### src/rtl/fetch_pkg.sv
// Shared types and constants for the fetch-stage PC controller.
package fetch_pkg;

    localparam int unsigned XLEN = 32;

    localparam logic [XLEN-1:0] RESET_PC_DEF = 32'h0000_0000;
    localparam logic [XLEN-1:0] EXC_VEC_DEF  = 32'h0000_0380;

    typedef enum logic [1:0] {
        ST_IDLE  = 2'd0,
        ST_FETCH = 2'd1,
        ST_HOLD  = 2'd2
    } fetch_state_e;

    // Larger value wins when sources compete for the next PC.
    typedef enum logic [2:0] {
        PRIO_SEQ    = 3'd0,
        PRIO_PEND   = 3'd1,
        PRIO_BRANCH = 3'd2,
        PRIO_JUMP   = 3'd3,
        PRIO_EXC    = 3'd4
    } redir_prio_e;

    function automatic logic [XLEN-1:0] align_word(input logic [XLEN-1:0] addr);
        return {addr[XLEN-1:2], 2'b00};
    endfunction

endpackage

### src/rtl/pc_next_mux.sv
// Priority selector for the next fetch address: exc > jump > branch > pending > pc+4.
module pc_next_mux
    import fetch_pkg::*;
#(
    parameter logic [XLEN-1:0] EXC_VEC = EXC_VEC_DEF
) (
    input  logic            exc,
    input  logic            jump,
    input  logic [XLEN-1:0] jump_target,
    input  logic            branch_taken,
    input  logic [XLEN-1:0] branch_target,
    input  logic            pend_valid,
    input  logic [XLEN-1:0] pend_target,
    input  logic [XLEN-1:0] pc_plus4,
    output logic [XLEN-1:0] next_pc_c
);

    redir_prio_e     sel;
    logic [XLEN-1:0] raw_pc;

    always_comb begin
        sel    = PRIO_SEQ;
        raw_pc = pc_plus4;
        if (exc) begin
            sel = PRIO_EXC;
        end else if (jump) begin
            sel = PRIO_JUMP;
        end else if (branch_taken) begin
            sel = PRIO_BRANCH;
        end else if (pend_valid) begin
            sel = PRIO_PEND;
        end
        case (sel)
            PRIO_EXC:    raw_pc = EXC_VEC;
            PRIO_JUMP:   raw_pc = jump_target;
            PRIO_BRANCH: raw_pc = branch_target;
            PRIO_PEND:   raw_pc = pend_target;
            default:     raw_pc = pc_plus4;
        endcase
        next_pc_c = align_word(raw_pc);
    end

endmodule

### src/rtl/fetch_pc_ctrl.sv
// Fetch-stage PC sequencer: owns the PC, drives inst_ce and handles waits, stalls, redirects and exceptions.
module fetch_pc_ctrl
    import fetch_pkg::*;
#(
    parameter logic [XLEN-1:0] RESET_PC = RESET_PC_DEF,
    parameter logic [XLEN-1:0] EXC_VEC  = EXC_VEC_DEF
) (
    input  logic            clk,
    input  logic            rst,
    input  logic            stall,
    input  logic            branch_taken,
    input  logic [XLEN-1:0] branch_target,
    input  logic            jump,
    input  logic [XLEN-1:0] jump_target,
    input  logic            exc,
    input  logic            inst_ready,
    output logic            inst_ce,
    output logic [XLEN-1:0] pc,
    output logic            pc_valid,
    output logic [XLEN-1:0] pc_plus4
);

    fetch_state_e    state_q, state_d;
    logic [XLEN-1:0] pc_q, pc_d;
    logic            pend_valid_q, pend_valid_d;
    logic [XLEN-1:0] pend_target_q, pend_target_d;
    redir_prio_e     pend_prio_q, pend_prio_d;

    logic [XLEN-1:0] next_pc_c;
    logic            redir_req_c;
    redir_prio_e     redir_prio_c;
    logic [XLEN-1:0] redir_target_c;

    assign pc_plus4       = pc_q + XLEN'(4);
    assign redir_req_c    = jump | branch_taken;
    assign redir_prio_c   = jump ? PRIO_JUMP : PRIO_BRANCH;
    assign redir_target_c = align_word(jump ? jump_target : branch_target);

    pc_next_mux #(
        .EXC_VEC (EXC_VEC)
    ) u_pc_next_mux (
        .exc           (exc),
        .jump          (jump),
        .jump_target   (jump_target),
        .branch_taken  (branch_taken),
        .branch_target (branch_target),
        .pend_valid    (pend_valid_q),
        .pend_target   (pend_target_q),
        .pc_plus4      (pc_plus4),
        .next_pc_c     (next_pc_c)
    );

    always_ff @(posedge clk or negedge rst) begin
        if (!rst) begin
            state_q       <= ST_IDLE;
            pc_q          <= RESET_PC;
            pend_valid_q  <= 1'b0;
            pend_target_q <= '0;
            pend_prio_q   <= PRIO_SEQ;
        end else begin
            state_q       <= state_d;
            pc_q          <= pc_d;
            pend_valid_q  <= pend_valid_d;
            pend_target_q <= pend_target_d;
            pend_prio_q   <= pend_prio_d;
        end
    end

    always_comb begin
        state_d       = state_q;
        pc_d          = pc_q;
        pend_valid_d  = pend_valid_q;
        pend_target_d = pend_target_q;
        pend_prio_d   = pend_prio_q;

        case (state_q)
            ST_IDLE: begin
                state_d = ST_FETCH;
            end
            ST_FETCH: begin
                if (inst_ready) begin
                    pc_d         = next_pc_c;
                    pend_valid_d = 1'b0;
                    state_d      = stall ? ST_HOLD : ST_FETCH;
                end else if (redir_req_c &&
                             (!pend_valid_q || redir_prio_c >= pend_prio_q)) begin
                    // Redirect targets the fetch after the one still in flight.
                    pend_valid_d  = 1'b1;
                    pend_target_d = redir_target_c;
                    pend_prio_d   = redir_prio_c;
                end
            end
            ST_HOLD: begin
                if (redir_req_c) begin
                    pc_d = next_pc_c;
                end
                if (!stall) begin
                    state_d = ST_FETCH;
                end
            end
            default: begin
                state_d = ST_IDLE;
            end
        endcase

        // Exception flushes everything and restarts fetch at the vector.
        if (exc) begin
            pc_d         = next_pc_c;
            pend_valid_d = 1'b0;
            state_d      = ST_FETCH;
        end
    end

    assign inst_ce  = (state_q == ST_FETCH);
    assign pc_valid = (state_q == ST_FETCH) & inst_ready & ~exc;
    assign pc       = pc_q;

endmodule

### config.mk
export PLATFORM = sky130hd
export DESIGN_NAME = fetch_pc_ctrl
export DESIGN_NICKNAME = d
export VERILOG_FILES = /design/src/rtl/fetch_pkg.sv /design/src/rtl/pc_next_mux.sv /design/src/rtl/fetch_pc_ctrl.sv
export SDC_FILE = /design/constraint.sdc
export NUM_CORES = 1
export LEC_CHECK = 0
export BUFFER_PORTS_ARGS = -buffer_cell sky130_fd_sc_hd__buf_2
export CORE_ASPECT_RATIO = 1.2
export CORE_MARGIN = 2
export CORE_UTILIZATION = 30
export DETAILED_ROUTE_END_ITERATION = 16
export PLACE_DENSITY = 0.51
export SYNTH_ARGS = -nofsm -noshare
export SYNTH_HDL_FRONTEND = slang
export SYNTH_SLANG_ARGS = --single-unit
export TNS_END_PERCENT = 20
### constraint.sdc
create_clock -name clk -period 4.63 [get_ports clk]
set_input_delay 0.463 -clock clk [delete_from_list [all_inputs] [get_ports clk]]
set_output_delay 0.463 -clock clk [all_outputs]
set_load 0.005 [all_outputs]
-- Word level (Yosys, flattened, before mapping)
Cells that the tools add are included.
- logic and storage cells: 52
- bits in registers: 68
- input port bits: 71
- output and inout port bits: 66
- eq/ne operators: 9
- reductions and logical operators: 11
- multiplexer cells: 20
- $add $sub $neg: 1
- $lt $le $gt $ge: 1
- bitwise logic cells: 5
- operator list (cell ; count):
    32-bit two-way mux ; 4
    32-bit case mux with 4 select lines ; 1
    32-bit case mux with 2 select lines ; 1
    32-bit by 3-bit adder with 32-bit output, second input constant ; 1
    3-bit two-way mux ; 3
    3-bit inequality test, second input constant ; 3
    2-bit two-way mux ; 4
    3-bit by 2-bit equality test with 1-bit output, second input constant ; 2
    1-bit two-way mux ; 6
    2-bit case mux with 3 select lines ; 1
    3-bit AND reduction ; 2
    3-bit nonzero test ; 2
    2-bit AND reduction ; 2
    3-bit by 1-bit equality test with 1-bit output, second input constant ; 1
    3-bit equality test, second input constant ; 1
    2-bit by 3-bit >= comparator with 1-bit output ; 1
    1-bit bitwise AND ; 2
    2-bit by 1-bit equality test with 1-bit output, second input constant ; 1
    2-bit equality test, second input constant ; 1
    2-bit logical NOT ; 1
    1-bit NOT ; 2
    2-bit nonzero test ; 1
    1-bit logical AND ; 1
    1-bit logical NOT ; 1
    2 further kinds ; 2

-- Longest topological paths before layout
- depth in word-level cells: 9
- depth in mapped cells: 11
- mapped depth without buffers: 7

-- Hierarchy
From an unflattened synthesis, not the netlist that was laid out.
- cell total of the unflattened synthesis: 513
- area total of the unflattened synthesis: 4679.5 µm²
- by module, submodules not included (module ; times used ; seq. area each (µm²) ; area each (µm²) ; cells an instance):
    fetch_pc_ctrl ; 1 ; 1676.6 ; 3440.8 ; 310
    pc_next_mux ; 1 ; 0.0 ; 1238.7 ; 203

-- Worst setup path before layout
Ideal clock, no wire load.
- path kind: in2reg
- start: input jump
- end: register pend_target_q[10]
- buffers on the path: 4
- data arrival time: 2528 ps
- required time: 4548 ps
- slack: 2020 ps
- cell stages on the path: 10
- library setup time: 82 ps
- path through: clkbuf_1 inv_1 clkbuf_1 clkbuf_1 ha_1 nor3_1 nor3_1 clkbuf_1 nor2_1 a31oi_1
- cells in the longest elaborated chain, start to end: 5
- elaborated cells on any way between the ends: 7
- classes of those cells: 1 x order compare; 2 x mux; 1 x bitwise; 3 x reduce/logical
- RTL lines (element ; line ; text):
    start, declared ; fetch_pc_ctrl.sv:13 ; input logic jump,
    1-bit two-way mux ; fetch_pc_ctrl.sv:36 ; assign redir_prio_c = jump ? PRIO_JUMP : PRIO_BRANCH;
    2-bit by 3-bit >= comparator with 1-bit output ; fetch_pc_ctrl.sv:86 ; (!pend_valid_q || redir_prio_c >= pend_prio_q)) begin
    1-bit logical OR ; fetch_pc_ctrl.sv:86 ;
    1-bit logical AND ; fetch_pc_ctrl.sv:85 ; end else if (redir_req_c &&
    3-bit AND reduction (no line) ; - ;
    end signal, assigned ; fetch_pc_ctrl.sv:64 ; pend_target_q <= pend_target_d;
    end, declared ; fetch_pc_ctrl.sv:26 ; logic [XLEN-1:0] pend_target_q, pend_target_d;
Parallel ways exist; a longest one is shown, timed or not.
A chain may end at the register's enable or synchronous reset.

-- Final worst setup path
- start: register pc_q[2], in the netlist pc[2]
- end: output pc_plus4[20]
- cells in the longest elaborated chain, start to end: 1
- RTL lines (element ; line ; text):
    start, declared ; fetch_pc_ctrl.sv:24 ; logic [XLEN-1:0] pc_q, pc_d;
    start signal, assigned ; fetch_pc_ctrl.sv:62 ; pc_q <= pc_d;
    32-bit by 3-bit adder with 32-bit output ; fetch_pc_ctrl.sv:34 ; assign pc_plus4 = pc_q + XLEN'(4);
    end, declared ; fetch_pc_ctrl.sv:20 ; output logic [XLEN-1:0] pc_plus4
Every way passes these cells.

==> key figures <==
Placement
  – Pre-CTS setup slack: between 1.5 and 2 ns
  – Cells after DPL: 788
  – Post-DP HPWL: 10.6 mm
  – Gpl congestion: 0.831
  – IO Port Bufs: around 130

Floorplanning
  – I/O pin cnt: between 100 and 150
  – Die Span Y: 134 um
  – Die Span X: roughly 110 um
  – Die area: between 15000 and 20000 um2
  – Site Rows: 47
  – Initial core utilization: 30.7%
  – Core area: around 14000 um2

Worst setup path
  – CP Class: reg2out
  – CP arrival: 2.84 ns
  – CP top delay family: simple AND/OR/NAND/NOR gates
  – Type of origin of the critical path: flip-flop
  – CP endpoint: pc_plus4[20]
  – RR Endpoint: pc[20]$_DFFE_PN0P_
  – Worst setup EP type: output port
  – Beginning of the worst register-to-register path: pc[2]$_DFFE_PN0P_
  – Crit path buffers/inverters: 1
  – CP required: around 4.2 ns
  – Worst-path maximum fanout: 9
  – Reg2reg path depth: 6
  – Worst-path cell chain: ha_1 -> nand4_1 -> nor4_1 -> nand3_1 -> xnor2_1 -> buf_2
  – R2R setup slack: 1.91 ns
  – Critical path origin: pc[2]$_DFFE_PN0P_
  – Instance count on the critical path: 6
  – Crit-path slowest cell: nor4_1
  – CP max stage delay: 0.77 ns

Synthesis
  – Main synth FF type: dfrtp_1
  – Ys Warns: 0
  – Top cells by area, synth: dfrtp_1 38%, nand2_1 7.1%, a31oi_1 5.2%
  – Post-synth EDFFs: 0
  – Synthesized instance count: approximately 530
  – Mean Syn Cell Area: roughly 8 um2
  – Yosys top cell by area: dfrtp_1
  – #FFs+latches synth: 65
  – Post-synthesis sequential area ratio: 38.3%
  – Distinct cells, synth: 50
  – Area share of the largest cell type after synthesis: roughly two fifths
  – Cell Area, Synth: 4240 um2
  – Share of flip-flops with an asynchronous set or reset: between 90% and 100%

Pwr
  – Pwr/cell area: 357 nW/um2
  – Psw: slightly below 0.6 mW
  – VDD IR max: between 100 and 150 uV
  – Switch share: 30.6%
  – Static Leak: between 2 and 2.5 nW
  – Clk pwr share: ~38%
  – P_int: 1.31 mW
  – Part of the power in registers: 40.1%
  – Combinational cell fraction of total power: between 20 and 25%

Global route
  – GR Util All Layers: a little under 20%
  – Initial antenna violation count: 0
  – Grt total ovfl: 0
  – First-pass GRT wire length: between 20 and 25 mm
  – Largest net degree at the start of global routing: between 60 and 70
  – Vias in the first global route: between 4000 and 5000

Timing
  – Fin. max-slew vios: 0
  – Fin Setup TNS: 0 ns
  – Final setup violation count: 0
  – RSZ-0062 raised after global routing: false
  – Minimum clock period: 3.30 ns
  – Worst rel slew slack: between 20% and 30%
  – Slew at the pin with the worst max-slew slack: about 1.1 ns
  – Post-Route Skew: approximately 0.005 ns
  – Fin crit share: between 70 and 80%
  – F_max: about 300 MHz
  – Fin worst setup slack: about 1.3 ns
  – Hold WS: 0.288 ns
  – Hold Fails Final Rpt: 0

Layout
  – Antenna cell count: 0
  – Most common cell after layout, fill and taps aside: buf_2
  – Fin cells: approximately 800
  – Final #Nets: 701
  – Most frequent cells in the layout: 128 x buf_2, 80 x nand2_1, 65 x dfrtp_1, 42 x nor2_1, 41 x a21oi_1
  – Area grow syn2layout: 24.4%
  – Fraction of layout cells with a size suffix above 1: about a quarter
  – Number of filler cells placed in the layout: roughly 1400

Clock network
  – Post-CTS Resized: 0
  – Cts hold-fix bufs: 0
  – Clock sinks: 65
  – Num CTS Buffers: 9
  – Worst-skew pair later-pin latency: 0.33 ns
  – CTS clk-pin slew, worst paths: 0.06 ns
  – H-Tree Depth: 3
  – Clk root buf: clkbuf_16
  – Post-CTS setup buffer count: 0
  – TritonCTS clock tree: yes
  – Max Root-Sink Buffers: 2

Detailed routing
  – WL per Instance: between 15 and 20 um
  – Iter 0 DRT Violations: 324
  – 1st-pass router iterations: 5
  – ANT nets after route: 0
  – Detailed-route via count: 4471
  – Number of remaining DRC errors: 0
  – Vias per cell: approximately 5.6
  – Routed wire length: ~15 mm

Outcome
  – Status: finished clean

Hold path
  – HP Class: in2async

Flow run
  – Maximum Capacitance Violations: 0
## registers in the layout, summed over array words and instances, names as in the netlist
signal / flops
pend_valid_q: 1
pc: 30
state_q: 2
pend_target_q: 30
pend_prio_q: 2
## cell usage after synthesis, types with 6 or more instances
cell type	number
a21o_1	7
a21oi_1	41
a31oi_1	35
clkbuf_1	37
dfrtp_1	65
inv_1	8
nand2_1	80
nand3_1	17
nand4_1	8
nor2_1	42
nor3_1	9
nor4_1	6
o21a_1	9
o21ai_0	31
o221ai_1	16
o22a_1	9
o22ai_1	14
o2bb2a_1	8
xnor2_1	18
xor2_1	10
## metrics by stage
stage	power, mW	util, %	instance area, um2
after floorplan	0.991	-	4250
after global placement	1.17	36.0	4970
after detailed placement	1.18	36.0	4970
after CTS	1.90	38.2	5280
after global routing	1.99	38.2	5280
final	1.88	38.2	5280
## worst register-to-register path, delay by kind of cell (launching register included)
kind / cells / cell delay, ns
compound gates: 2 / 0.42
simple gates: 3 / 1.45
fa+ha+maj: 1 / 0.31
flops: 1 / 0.41
## routing by layer
layer | wire (um) | GRT usage, %
met3 | 879 | 3.48
met2 | 7170 | 30.3
met1 | 6650 | 27.4
met4 | 221 | 5.56
met5 | 0 | 0
## final cells by class
| type | count | area [um2] | share of cell area (%) |
|---|---|---|---|
| clock inverters | 2 | 35.0 | 0.664 |
| inverters | 8 | 30.0 | 0.569 |
| flip-flops and latches | 65 | 1630 | 30.8 |
| multi-input cells | 409 | 2410 | 45.6 |
| repair buffers | 135 | 693 | 13.1 |
| clock buffers | 14 | 274 | 5.19 |
| well taps | 171 | 214 | 4.05 |
## how the worst min path moves through the flow
stage,from,endpoint,slack [ns],cells after the start
2_1_floorplan,rst,pc[10]$_DFFE_PN0P_,0.17,0
3_3_place_gp,pend_prio_q[1]$_DFFE_PN0P_,pend_prio_q[1]$_DFFE_PN0P_,0.45,1
3_5_place_dp,pend_prio_q[1]$_DFFE_PN0P_,pend_prio_q[1]$_DFFE_PN0P_,0.46,1
4_1_cts,rst,pc[25]$_DFFE_PN0P_,0.34,1
5_1_grt,rst,pc[25]$_DFFE_PN0P_,0.37,1
6_report,rst,pc[25]$_DFFE_PN0P_,0.29,1
## power by group through the flow
stage / clock, mW / sequential (mW) / combinational (mW)
after floorplan: 0 / 0.735 / 0.256
after CTS: 0.722 / 0.755 / 0.423
after detailed placement: 0 / 0.763 / 0.421
after global routing: 0.754 / 0.771 / 0.468
final: 0.709 / 0.756 / 0.420
after global placement: 0 / 0.758 / 0.415
## cell families (layout without fill, tap and decap cells)
family | after synthesis | in the layout | synth area share (%)
xor gates and xnor gates | 28 | 28 | 5.78
and+or+nand+nor | 183 | 183 | 19.6
buffers and inverters | 56 | 159 | 5.46
DFF | 65 | 65 | 38.3
other | 1 | 4 | 0.0884
adders and majority gates | 2 | 2 | 0.590
muxes | 6 | 6 | 1.45
AOI/OAI and AO/OA | 186 | 186 | 28.7
No activity file was read; power rests on OpenSTA's default activity.
